`src/rtl/proc_mem_arb.sv`:
```
// Round-robin arbiter merging the fetch and data memory ports onto one memory port.
// Responses return in order and are steered back by a FIFO of 1-bit requester tags.
package proc_mem_arb_pkg;
  typedef struct packed {
    logic [2:0]  msg_type;
    logic [7:0]  opaque;
    logic [31:0] addr;
    logic [1:0]  len;
    logic [31:0] data;
  } mem_req_4B_t;

  typedef struct packed {
    logic [2:0]  msg_type;
    logic [7:0]  opaque;
    logic [1:0]  test;
    logic [1:0]  len;
    logic [31:0] data;
  } mem_resp_4B_t;
endpackage

module proc_mem_arb
  import proc_mem_arb_pkg::*;
#(
  parameter int MAX_OUTSTANDING = 4
) (
  input  logic                                 clk,
  input  logic                                 reset_n,
  input  mem_req_4B_t                          imemreq_msg,
  input  logic                                 imemreq_val,
  output logic                                 imemreq_rdy,
  output mem_resp_4B_t                         imemresp_msg,
  output logic                                 imemresp_val,
  input  logic                                 imemresp_rdy,
  input  mem_req_4B_t                          dmemreq_msg,
  input  logic                                 dmemreq_val,
  output logic                                 dmemreq_rdy,
  output mem_resp_4B_t                         dmemresp_msg,
  output logic                                 dmemresp_val,
  input  logic                                 dmemresp_rdy,
  output mem_req_4B_t                          memreq_msg,
  output logic                                 memreq_val,
  input  logic                                 memreq_rdy,
  input  mem_resp_4B_t                         memresp_msg,
  input  logic                                 memresp_val,
  output logic                                 memresp_rdy,
  output logic [$clog2(MAX_OUTSTANDING):0]     outstanding,
  output logic                                 resp_err
);

  localparam int PTR_W = $clog2(MAX_OUTSTANDING);
  localparam int CNT_W = PTR_W + 1;

  logic              last_grant_reg;
  logic [PTR_W-1:0]  rd_ptr_reg;
  logic [PTR_W-1:0]  wr_ptr_reg;
  logic [CNT_W-1:0]  count_reg;
  logic              resp_err_reg;
  logic              tag_mem [MAX_OUTSTANDING];

  logic fifo_full;
  logic fifo_empty;
  logic sel_valid;
  logic sel_id;
  logic head_id;
  logic push;
  logic pop;

  assign fifo_full  = (count_reg == CNT_W'(MAX_OUTSTANDING));
  assign fifo_empty = (count_reg == '0);

  // Grant depends only on registered state and request vals, never on memreq_rdy.
  always_comb begin
    sel_valid = 1'b0;
    sel_id    = 1'b0;
    if (reset_n && !fifo_full) begin
      if (imemreq_val && dmemreq_val) begin
        sel_valid = 1'b1;
        sel_id    = ~last_grant_reg;
      end else if (imemreq_val) begin
        sel_valid = 1'b1;
      end else if (dmemreq_val) begin
        sel_valid = 1'b1;
        sel_id    = 1'b1;
      end
    end
  end

  assign memreq_msg  = sel_id ? dmemreq_msg : imemreq_msg;
  assign memreq_val  = sel_valid;
  assign imemreq_rdy = sel_valid & ~sel_id & memreq_rdy;
  assign dmemreq_rdy = sel_valid &  sel_id & memreq_rdy;

  assign head_id      = tag_mem[rd_ptr_reg];
  assign imemresp_msg = memresp_msg;
  assign dmemresp_msg = memresp_msg;
  assign imemresp_val = ~fifo_empty & ~head_id & memresp_val;
  assign dmemresp_val = ~fifo_empty &  head_id & memresp_val;
  // With nothing outstanding the memory side is drained so a stray response cannot stall it.
  assign memresp_rdy  = fifo_empty | (head_id ? dmemresp_rdy : imemresp_rdy);

  assign push = memreq_val & memreq_rdy;
  assign pop  = memresp_val & memresp_rdy & ~fifo_empty;

  always_ff @(posedge clk or negedge reset_n) begin
    if (!reset_n) begin
      last_grant_reg <= 1'b1;
      rd_ptr_reg     <= '0;
      wr_ptr_reg     <= '0;
      count_reg      <= '0;
      resp_err_reg   <= 1'b0;
    end else begin
      if (push) begin
        wr_ptr_reg     <= wr_ptr_reg + PTR_W'(1);
        last_grant_reg <= sel_id;
      end
      if (pop) begin
        rd_ptr_reg <= rd_ptr_reg + PTR_W'(1);
      end
      case ({push, pop})
        2'b10:   count_reg <= count_reg + CNT_W'(1);
        2'b01:   count_reg <= count_reg - CNT_W'(1);
        default: count_reg <= count_reg;
      endcase
      if (fifo_empty && memresp_val) begin
        resp_err_reg <= 1'b1;
      end
    end
  end

  always_ff @(posedge clk) begin
    if (push) begin
      tag_mem[wr_ptr_reg] <= sel_id;
    end
  end

  assign outstanding = count_reg;
  assign resp_err    = resp_err_reg;

endmodule

```
`config.mk`:
```
export PLATFORM = sky130hd
export DESIGN_NAME = proc_mem_arb
export DESIGN_NICKNAME = d
export VERILOG_FILES = /design/src/rtl/proc_mem_arb.sv
export SDC_FILE = /design/constraint.sdc
export NUM_CORES = 1
export LEC_CHECK = 0
export ABC_AREA = 1
export BUFFER_PORTS_ARGS = -buffer_cell sky130_fd_sc_hd__buf_2
export CORE_AREA = 2 2 151 153
export DETAILED_ROUTE_END_ITERATION = 7
export DIE_AREA = 0 0 153 155
export PLACE_DENSITY_LB_ADDON = 0.1
export SLEW_MARGIN = 40
export SYNTH_ARGS = -nofsm -noshare
export SYNTH_HDL_FRONTEND = slang
export SYNTH_SLANG_ARGS = --single-unit
```
`constraint.sdc`:
```
create_clock -name clk -period 4.5 [get_ports clk]
set_input_delay 0.225 -clock clk [delete_from_list [all_inputs] [get_ports clk]]
set_output_delay 0.225 -clock clk [all_outputs]
set_load 0.05 [all_outputs]
```
* After elaboration in Yosys (flattened, before gate mapping)
Memory sizes are Yosys's and may differ from the RTL's. Index checks and enable logic that the tools add are counted. W data, S select, Z words.
Operators by class: add/sub/neg operators 4, equality and inequality tests 3, multiplexer cells 12, bitwise gates (word level) 16, reductions and logical operators 6
Operator list (count):
- $mux W77 | 1
- $and A1 B1 Y1 | 11
- $mux W1 | 10
- $pmux W3 S2 | 1
- $add A2 B1 Y2 const B | 2
- $not A1 Y1 | 4
- $add A3 B1 Y3 const B | 1
- $eq A3 B3 Y1 const B | 1
- $logic_and A1 B1 Y1 | 3
- $logic_not A3 Y1 | 1
- $sub A3 B1 Y3 const B | 1
- $eq A2 B1 Y1 const B | 1
- $eq A2 B2 Y1 const B | 1
- $reduce_bool A2 Y1 | 1
- $logic_not A1 Y1 | 1
- $or A1 B1 Y1 | 1
Storage, ports and cells: bits in registers 9, memory bits (writable) 4, input bits 209, output and inout port bits 181, word-level logic and storage cells 47, memories 1
Memory list:
- tag_mem | depth 4, width 1, rd ports 1, clocked after memory_dff 0, wr ports 1, RTL line 58 | logic tag_mem [MAX_OUTSTANDING];

* Logic depth before layout (Yosys ltp)
Gate-level depths: netlist (run 1).
word-level depth 7, gate-level depth with buffers 13, gate-level depth less buffers 13

* Worst setup path before layout (run 1)
No wires, ideal clock.
path kind register to register, from register count_reg[1] (netlist: outstanding[1]), to register count_reg[2] (netlist: outstanding[2]), setup time 0.142 ns, data arrival time 2.524 ns, required time 4.358 ns, path slack 1.834 ns, stages on the path, launching flop included 10, path buffers 0, clock period less this slack 2.666 ns, cell sequence dfrtp_1 > nor2_1 > nand2_1 > o211a_1 > nand2_2 > ha_1 > fa_1 > a21oi_1 > o21ai_0 > xnor2_1
Between the ends: cells in the longest elaborated chain, start to end 7, elaborated cells between the ends (all ways) 16, classes of those cells add/sub (2); eq/ne (3); mux (2); bitwise (5); reduce/logical (4)
Ends and longest elaborated chain:
- start: declaration | RTL line 56 | logic [CNT_W-1:0] count_reg;
- start signal: assignment | RTL line 120 | 2'b10: count_reg <= count_reg + CNT_W'(1);
- start signal: assignment | RTL line 121 | 2'b01: count_reg <= count_reg - CNT_W'(1);
- start signal: assignment | RTL line 122 | default: count_reg <= count_reg;
- $eq A3 B3 Y1 * | RTL line 68 | assign fifo_full = (count_reg == CNT_W'(MAX_OUTSTANDING));
- $logic_not A1 Y1 * | RTL line 75 | if (reset_n && !fifo_full) begin
- $logic_and A1 B1 Y1 * | RTL line 75
- $mux W1 * | RTL line 75
- via memreq_val | RTL line 41 | output logic memreq_val,
- $and A1 B1 Y1 * | RTL line 101 | assign push = memreq_val & memreq_rdy;
- $eq A2 B1 Y1 or $eq A2 B2 Y1 (tied branches) | RTL line 119 | case ({push, pop})
- $pmux W3 S2 or $reduce_bool A2 Y1 (tied branches)
Mark *: on every way through the listed nets, which the timed path passes. The rest lies on a longest branch. A chain may end at the register's enable or synchronous reset.

==> Flow_metrics.wiki, run 1 <==
{| class="wikitable"
! Metric !! Value
|-
| Outcome || finished, final reports clean
|-
| Data arrival, critical path || 3.29 ns
|-
| Port buffer count || 248
|-
| P per Cell Area || 463 nW/µm²
|-
| Buffers inserted by post-CTS timing repair || 0
|-
| Post-DR vias/cell || 3.41
|-
| Via count || 2903
|-
| Smallest setup slack after layout || 0.981 ns
|-
| Kind of start point of the critical path || input pin
|-
| Hold Slack || 0.267 ns
|-
| Sum Neg Setup Slack || 0 ns
|-
| Peak fanout along the critical path || 50
|-
| Final worst path period need || 3.52 ns
|-
| Number of gates resized after cts || 0
|-
| Worst-Skew Late Latency || 0.24 ns
|-
| Via count of the first global-routing pass || 2987
|-
| Router iterations before antenna repair || 4
|-
| Sequential share of the synthesized area || 14.5%
|-
| Final worst path period share || 78.2%
|-
| Max reg flops || 4
|-
| Commonest non-fill, non-tap cell in the layout || buf_2
|-
| Clock tree from TritonCTS || yes
|-
| Clock transition at path regs || 0.05 ns
|-
| Ports || 390
|-
| Fraction of post-synthesis cell area in the top cell type by area || 38.9%
|-
| H-tree depth || 1
|-
| Number of fillers in the final layout || 2665
|-
| Largest Register || tag_mem
|-
| Seq cells post-synth || 13
|-
| Routed Antenna Nets || 0
|-
| Leakage power || 0.00207 µW
|-
| Total setup violations reported at the end of the flow || 0
|-
| Total CTS buffers || 3
|-
| Total routing usage reported by global routing || 9.69%
|-
| Post-synth top flop || dfrtp_1
|-
| Cells taking the most area after synthesis || nand2_1 (39%), buf_4 (30%), dfrtp_1 (8.4%), edfxtp_1 (5.0%), ha_1 (2.6%)
|-
| Global-route wire length before repair || 18200 µm
|-
| Die span in y || 155 µm
|-
| Global route total overflow || 0
|-
| Wirelength, routed || 12300 µm
|-
| Cell Count Post-Placement || 845
|-
| Number of antenna violations at the first check in global routing || 2
|-
| Core region area || 22200 µm²
|-
| Number of enable-type register cells in the synthesized netlist || 4
|-
| Number of max-cap violations || 0
|-
| Maximum number of pins on one net before global-route repair || 51
|-
| Largest buffer count on any clock path || 2
|-
| Synthesis-to-finish area growth || 38.6%
|-
| Syn Inst Count || 420
|-
| Asr flop ratio synth || 69.2%
|-
| Hold Startpoint || memreq_rdy
|-
| Worst IR Drop VDD || 0.170 mV
|-
| Average size of a mapped cell || 5.68 µm²
|-
| Area enclosed by the die boundary || 23700 µm²
|-
| Worst Hold Class || in2reg
|-
| Yosys warnings || 0
|-
| Setup slack of the worst register-to-register path || 2.21 ns
|-
| Starting utilization of the core area || 10.7%
|-
| Clk_skew || 0.00100 ns
|-
| Share of post-route cells with drive strength above 1 || 45.7%
|-
| # nets final || 781
|-
| End-of-flow core utilization || 14.9%
|-
| Leading area contributor after synthesis || nand2_1
|-
| Area of the mapped netlist || 2380 µm²
|-
| CP Data Required Time || 4.28 ns
|-
| Transition time at the pin with the least slew margin || 0.604 ns
|-
| Avg WL per Cell || 14.5 µm
|-
| Critical Path Sink Type || primary output
|-
| RR Startpoint || rd_ptr_reg[0]
|-
| Post-Layout Cell Count || 852
|-
| Root buffer selected by CTS || clkbuf_16
|-
| Highest-count cells in the layout ignoring fill and taps || buf_2 (248), nand2_1 (247), inv_1 (12)
|-
| Initial DRC Count || 103
|-
| Routability congestion estimate from global placement || 0.805
|-
| # clock sinks || 13
|-
| Post-Syn Nets || 635
|-
| Number of hold-repair buffers added at the cts stage || 1
|-
| Floorplan die width || 153 µm
|-
| Post-route DRC violation count || 0
|-
| Relative slew slack || 59.7%
|-
| Worst setup path class || in2out
|-
| Launch point of the critical path || reset_n
|-
| Standard-cell row count || 55
|-
| Fin. Hold Viols || 0
|-
| Setup repair after global routing missed its margin || false
|-
| Final-report max-slew violation count || 0
|-
| Library cells used by synthesis || 26
|-
| Post-DP HPWL || 10700 µm
|-
| Achievable Freq || 284 MHz
|-
| Place WS || 1.30 ns
|}
## critical path, cell delays in order
cell           delay, ns
dlygate4sd3_1       0.52
buf_2               0.30
nand3_4             0.45
inv_2               0.66
buf_4               0.55
nand2_1             0.18
nand2_1             0.10
buf_2               0.27
## per-stage QoR
step | power, µW | area [µm²]
after floorplan | 1280 | 2380
after global routing | 1650 | 3300
after global placement | 1380 | 3210
after CTS | 1560 | 3300
after detailed placement | 1380 | 3210
final | 1530 | 3300
## cell families (layout without fill, tap and decap cells)
kind of cell,after synthesis,in the layout,share of synthesized area (%)
simple gates,267,267,43.0
buf+inv,123,268,35.4
flops,13,13,14.5
fa+ha+maj,6,6,3.46
compound gates,6,6,1.68
xor+xnor,4,4,1.47
mux,1,1,0.472
other cells,0,2,0
## area by class of cell
cell class,count,area [µm²],area share [%]
timing repair buffer,251,1270,38.3
sequential,13,347,10.5
multi-input combinational,284,1200,36.4
clock buffer,4,78.8,2.39
antenna,2,5.00,0.151
tap,285,357,10.8
inverter,13,48.8,1.48
## per-layer routing
metal | global-route usage [%] | routed length (µm) | vias to the layer above
met5 | 0 | 0 | -
met4 | 1.28 | 68 | 0
met3 | 3.62 | 1120 | 6
met2 | 17.1 | 6250 | 187
met1 | 11.5 | 4880 | 1249
li1 | - | - | 1461
## worst paths after layout
| kind | endpoint | depth (start not counted) |
|---|---|---|
| setup / recovery | memreq_msg[15] | 8 |
| hold / removal | last_grant_reg | 3 |
| setup reg to reg | outstanding[2] | 13 |
| hold reg to reg | resp_err | 1 |
| max in group asynchronous | last_grant_reg | 2 |
| min in group asynchronous | rd_ptr_reg[1] | 2 |
## report_power, final
part	total [µW]	internal (µW)	leakage [µW]	switching, µW
Sequential	212	167	0.000140	45.3
Clock	170	120	0.0000382	50.2
Combinational	1150	279	0.00189	869
Total	1530	566	0.00207	964
## cell usage after synthesis, types with 2 or more instances
cell and number:
edfxtp_1 4, buf_2 8, xor2_1 2, buf_6 2, nand4_1 2, buf_4 95, o21ai_0 2, dfrtp_1 8
nor3_1 2, xnor2_1 2, clkbuf_1 5, nand3_1 6, nand2_1 247, nor2_1 8, ha_1 5, inv_1 12
Power figures use the tool's default switching activity.
==> run 2: changes to the inputs <==
Clock period 4.5 ns to 2.9 ns, I/O delays scaled along.
==> run 2 against run 1 <==
  * Utilization up 0.90 points
  * Clock-buffer cell count is 1 lower
  * Clock skew is 0.0042 ns higher
  * Die area unchanged
  * Register-to-register slack worse by 1.6 ns
  * Combinational power increased by 64%
  * Final cell count grew 0.12%
  * Total power rose by 62%
  * Flip-flop and latch count stayed put
  * Setup slack worse by 0.53 ns
  * Wire length down 3.4%
==> Flow_metrics.wiki, run 2 (synthesized netlist as in run 1, its figures left out) <==
{| class="wikitable"
! Metric !! Value
|-
| Floorplan die width || 153 µm
|-
| Critical Path End || memreq_msg[54]
|-
| Achievable Freq || 408 MHz
|-
| Worst reg2reg endpoint || outstanding[2]
|-
| RR Startpoint || outstanding[1]
|-
| Place WS || 0.635 ns
|-
| Family with the most delay on the worst path || buffers and inverters
|-
| Max reg flops || 4
|-
| Total setup violations reported at the end of the flow || 0
|-
| Transition time at the pin with the least slew margin || 0.475 ns
|-
| Synthesis-to-finish area growth || 46.9%
|-
| Sum Neg Setup Slack || 0 ns
|-
| Peak fanout along the critical path || 46
|-
| Share of post-route cells with drive strength above 1 || 46.1%
|-
| Final worst path period need || 2.45 ns
|-
| Clk_skew || 0.00521 ns
|-
| Worst R2R Path Depth || 9
|-
| Worst Hold Depth || 3
|-
| P per Cell Area || 707 nW/µm²
|-
| Maximum number of pins on one net before global-route repair || 47
|-
| Initial DRC Count || 109
|-
| Worst Hold Class || in2reg
|-
| Router iterations before antenna repair || 4
|-
| Area enclosed by the die boundary || 23700 µm²
|-
| Largest buffer count on any clock path || 2
|-
| Routability congestion estimate from global placement || 0.806
|-
| Via count of the first global-routing pass || 3016
|-
| Number of antenna cells inserted || 0
|-
| Leakage power || 0.00215 µW
|-
| Critical Path Sink Type || primary output
|-
| Worst-Skew Late Latency || 0.24 ns
|-
| H-tree depth || 1
|-
| Starting utilization of the core area || 10.7%
|-
| Setup slack of the worst register-to-register path || 0.63 ns
|-
| Clock transition at path regs || 0.04 ns
|-
| Number of gates resized after cts || 0
|-
| Total CTS buffers || 3
|-
| Buffering stage count on the worst path with inverters included || 6
|-
| Final worst path period share || 84.4%
|-
| Cell depth of the worst setup path || 9
|-
| Port buffer count || 248
|-
| Avg WL per Cell || 13.9 µm
|-
| Buffers inserted by post-CTS timing repair || 0
|-
| Max stage delay on crit path || 0.52 ns
|-
| Outcome || finished, final reports clean
|-
| # clock sinks || 13
|-
| Worst IR Drop VDD || 0.248 mV
|-
| Core region area || 22200 µm²
|-
| Fin. Hold Viols || 0
|-
| Via count || 2847
|-
| # nets final || 784
|-
| Post-DP HPWL || 10500 µm
|-
| Commonest non-fill, non-tap cell in the layout || nand2_1
|-
| Setup repair after global routing missed its margin || false
|-
| Final-report max-slew violation count || 0
|-
| Number of max-cap violations || 0
|-
| Relative slew slack || 68.3%
|-
| Post-route DRC violation count || 0
|-
| Launch point of the critical path || reset_n
|-
| Ports || 390
|-
| Largest Register || tag_mem
|-
| Die span in y || 155 µm
|-
| Highest-count cells in the layout ignoring fill and taps || nand2_1 (247), buf_2 (236), inv_1 (12), buf_12 (12)
|-
| Standard-cell row count || 55
|-
| Smallest setup slack after layout || 0.451 ns
|-
| Kind of start point of the critical path || input pin
|-
| Number of antenna violations at the first check in global routing || 0
|-
| Clock tree from TritonCTS || yes
|-
| Cell chain of the critical path || dlygate4sd3_1, buf_2, buf_4, nand3_4, inv_2, buf_4, nand2_1, nand2_1, buf_2
|-
| Wirelength, routed || 11900 µm
|-
| Global-route wire length before repair || 17800 µm
|-
| Global route total overflow || 0
|-
| Total routing usage reported by global routing || 9.50%
|-
| Post-DR vias/cell || 3.34
|-
| Routed Antenna Nets || 0
|-
| CP Data Required Time || 2.76 ns
|-
| Library cell contributing the largest single delay on the critical path || dlygate4sd3_1
|-
| Root buffer selected by CTS || clkbuf_16
|-
| Worst setup path class || in2out
|-
| Data arrival, critical path || 2.30 ns
|}
[run 2: cell count changes in the layout (fill, tap and decap cells not counted), sizes merged]
cell / previous run / this run
buf: 250 / 253
diode: 2 / 0
clkbuf: 4 / 3
clkinv: 0 / 1
[run 2: through the flow]
stage          cells  power, µW  instance area (µm²)  util, %  hold slack [ns]
5_1_grt          853       2680                 3500     15.8            0.218
4_1_cts          853       2520                 3500     15.8            0.189
6_report         853       2480                 3500     15.8            0.191
3_5_place_dp     848       2250                 3410     15.4            0.136
3_3_place_gp     848       2260                 3410     15.4            0.150
2_1_floorplan    420       1980                 2380        -           -0.151
[run 2: routing by layer]
layer / global-route usage, % / routed length [µm]
met2: 17.2 / 6120
met1: 11.1 / 4630
met3: 3.23 / 1060
met4: 1.37 / 82
met5: 0 / 0
[run 2: tightest hold or removal path: stages]
cell	delay, ns
buf_2	0.11
nand3_1	0.08
nand2_1	0.06
[run 2: worst min-delay path by stage]
stage | startpoint | slack (ns) | end
finish | memreq_rdy | 0.19 | wr_ptr_reg[1]
global route | memresp_val | 0.22 | rd_ptr_reg[1]
CTS | memreq_rdy | 0.19 | last_grant_reg
detailed placement | reset_n | 0.14 | rd_ptr_reg[1]
global placement | reset_n | 0.15 | rd_ptr_reg[1]
floorplan | reset_n | -0.15 | outstanding[0]
[run 2: where the power goes]
group	total (µW)	switching (µW)	leakage (µW)	internal [µW]
registers	327	67.6	0.000140	259
clock network	259	75.4	0.0000409	183
logic	1890	1370	0.00197	524
[run 2: layout make-up]
cell class                 count  area (µm²)
multi-input combinational    284        1200
tap                          285         357
clock buffer                   3        75.1
timing repair buffer         254        1470
fill                        2660       18700
sequential                    13         347
inverter                      13        48.8
clock inverter                 1        5.00
[run 2: what timing repair did]
action | CTS | global route
hold buffers | 1 | 0
hold endpoints to repair | 8 | 0
setup endpoints to repair | 0 | 0
==> run 3: changes to the inputs <==
Clock period 2.9 ns to 2.3 ns, I/O delays scaled along.
==> run 3 against run 2 <==
  * Final cell count is 0.70% higher
  * Largest cell class unchanged
  * Clock skew up 0.0010 ns
  * Total power up 30%
  * First-iteration DRC count fell by 7.3%
  * Worst hold slack got worse by 0.031 ns
  * Setup slack worse by 0.26 ns
==> Flow_metrics.wiki, run 3 (synthesized netlist as in run 1, its figures left out) <==
{| class="wikitable"
! Metric !! Value
|-
| Outcome || finished, final reports clean
|-
| Max stage delay on crit path || 0.42 ns
|-
| Worst setup path class || reg2out
|-
| Area enclosed by the die boundary || 23700 µm²
|-
| Cell chain of the critical path || buf_4, nor2_1, nand2_1, nand3_4, buf_4, nand2_1, nand2_1, buf_2
|-
| Routability congestion estimate from global placement || 0.814
|-
| Fin. Hold Viols || 0
|-
| Final worst path period need || 2.11 ns
|-
| Largest Register || tag_mem
|-
| Via count of the first global-routing pass || 2993
|-
| Floorplan die width || 153 µm
|-
| Kind of start point of the critical path || register
|-
| Global-route wire length before repair || 18100 µm
|-
| Data arrival, critical path || 1.99 ns
|-
| Total routing usage reported by global routing || 9.73%
|-
| Ports || 390
|-
| Clock transition at path regs || 0.04 ns
|-
| Total CTS buffers || 3
|-
| Highest-count cells in the layout ignoring fill and taps || nand2_1 (247), buf_2 (237), buf_12 (13)
|-
| Total setup violations reported at the end of the flow || 0
|-
| # nets final || 789
|-
| Maximum number of pins on one net before global-route repair || 47
|-
| Core region area || 22200 µm²
|-
| Global route total overflow || 0
|-
| # clock sinks || 13
|-
| Wirelength, routed || 12400 µm
|-
| Commonest non-fill, non-tap cell in the layout || nand2_1
|-
| Max reg flops || 4
|-
| Power, Total || 3210 µW
|-
| Router iterations before antenna repair || 4
|-
| Transition time at the pin with the least slew margin || 0.348 ns
|-
| Routed Antenna Nets || 0
|-
| Setup slack of the worst register-to-register path || 0.19 ns
|-
| Hold Startpoint || memreq_rdy
|-
| Worst IR Drop VDD || 0.293 mV
|-
| GRT met2 Usage || 18.2%
|-
| Port buffer count || 248
|-
| Gr busiest metal || met2
|-
| Final-report max-slew violation count || 0
|-
| H-tree depth || 1
|-
| Leakage power || 0.00216 µW
|-
| Largest buffer count on any clock path || 2
|-
| Worst-Skew Late Latency || 0.25 ns
|-
| Avg WL per Cell || 14.4 µm
|-
| P per Cell Area || 898 nW/µm²
|-
| CP Data Required Time || 2.18 ns
|-
| Buffering stage count on the worst path with inverters included || 3
|-
| Synthesis-to-finish area growth || 49.8%
|-
| Relative slew slack || 76.8%
|-
| Fraction of met1 tracks used by global routing || 10.7%
|-
| Most frequent cell on the critical path || nand2_1
|-
| Post-route DRC violation count || 0
|-
| Number of antenna violations at the first check in global routing || 1
|-
| Sum Neg Setup Slack || 0 ns
|-
| Share of post-route cells with drive strength above 1 || 47.8%
|-
| Worst Hold Class || in2reg
|-
| Post-DP HPWL || 11000 µm
|-
| Library cell contributing the largest single delay on the critical path || dfrtp_2
|-
| Setup repair after global routing missed its margin || false
|-
| Launch point of the critical path || outstanding[0]
|-
| Root buffer selected by CTS || clkbuf_16
|-
| Family with the most delay on the worst path || buffers and inverters
|-
| Final worst path period share || 91.7%
|-
| Starting utilization of the core area || 10.7%
|-
| RR Startpoint || rd_ptr_reg[0]
|-
| Critical Path Sink Type || primary output
|-
| Standard-cell row count || 55
|-
| Met3 track demand over resource || 3.70%
|-
| Die span in y || 155 µm
|-
| Number of max-cap violations || 0
|-
| Clk_skew || 0.00622 ns
|-
| Initial DRC Count || 101
|-
| Post-DR vias/cell || 3.37
|-
| Via count || 2897
|-
| Clock tree from TritonCTS || yes
|-
| Peak fanout along the critical path || 34
|-
| Achievable Freq || 474 MHz
|}
-- run 3: changes by cell type in the layout (fill, tap and decap cells not counted), sizes merged --
| cell | before | now |
|---|---|---|
| buf | 253 | 258 |
| diode | 0 | 1 |
-- run 3: path summary, 6_finish.rpt --
check | to | cells after the start
min in group asynchronous | rd_ptr_reg[1] | 3
min | last_grant_reg | 3
min reg2reg | outstanding[2] | 1
max | memreq_msg[15] | 8
max in group asynchronous | last_grant_reg | 3
max reg2reg | outstanding[2] | 13
-- run 3: routing by layer --
layer	vias up	routed length (µm)
li1	1474	-
met1	1222	4620
met2	193	6490
met3	8	1180
met4	0	73
met5	-	0
-- run 3: where the power goes --
part | switching (µW) | internal (µW) | total, µW | leakage [µW]
Sequential | 74.4 | 334 | 408 | 0.000136
Clock | 103 | 232 | 334 | 0.0000409
Combinational | 1750 | 715 | 2460 | 0.00199
-- run 3: area by class of cell --
cell class	instances	area, µm²
multi-input combinational	284	1210
clock buffer	3	75.1
tap	285	357
timing repair buffer	259	1520
fill	2638	18700
sequential	13	352
antenna	1	2.50
inverter	13	48.8
clock inverter	1	5.00
-- run 3: repair_timing --
| action | in CTS | in global routing |
|---|---|---|
| hold buffers | 1 | 0 |
| endpoints found under the hold margin | 8 | 0 |
| resized for setup | 0 | 5 |
| setup endpoints to repair | 0 | 12 |
| buffers inserted | 0 | 0 |
-- run 3: worst min-delay path, stage by stage --
cell and delay [ns]:
buf_2 0.12, inv_1 0.06, o21ai_0 0.08
-- run 3: metrics by stage --
step	setup slack, ns	hold slack [ns]	cells	area, µm²	utilization [%]
after floorplan	0.0602	-0.181	420	2400	-
after global placement	0.0787	0.141	853	3470	15.6
after detailed placement	0.124	0.117	853	3470	15.6
after CTS	0.0514	0.162	858	3560	16.0
after global routing	0.00111	0.169	858	3570	16.1
final	0.191	0.159	859	3570	16.1
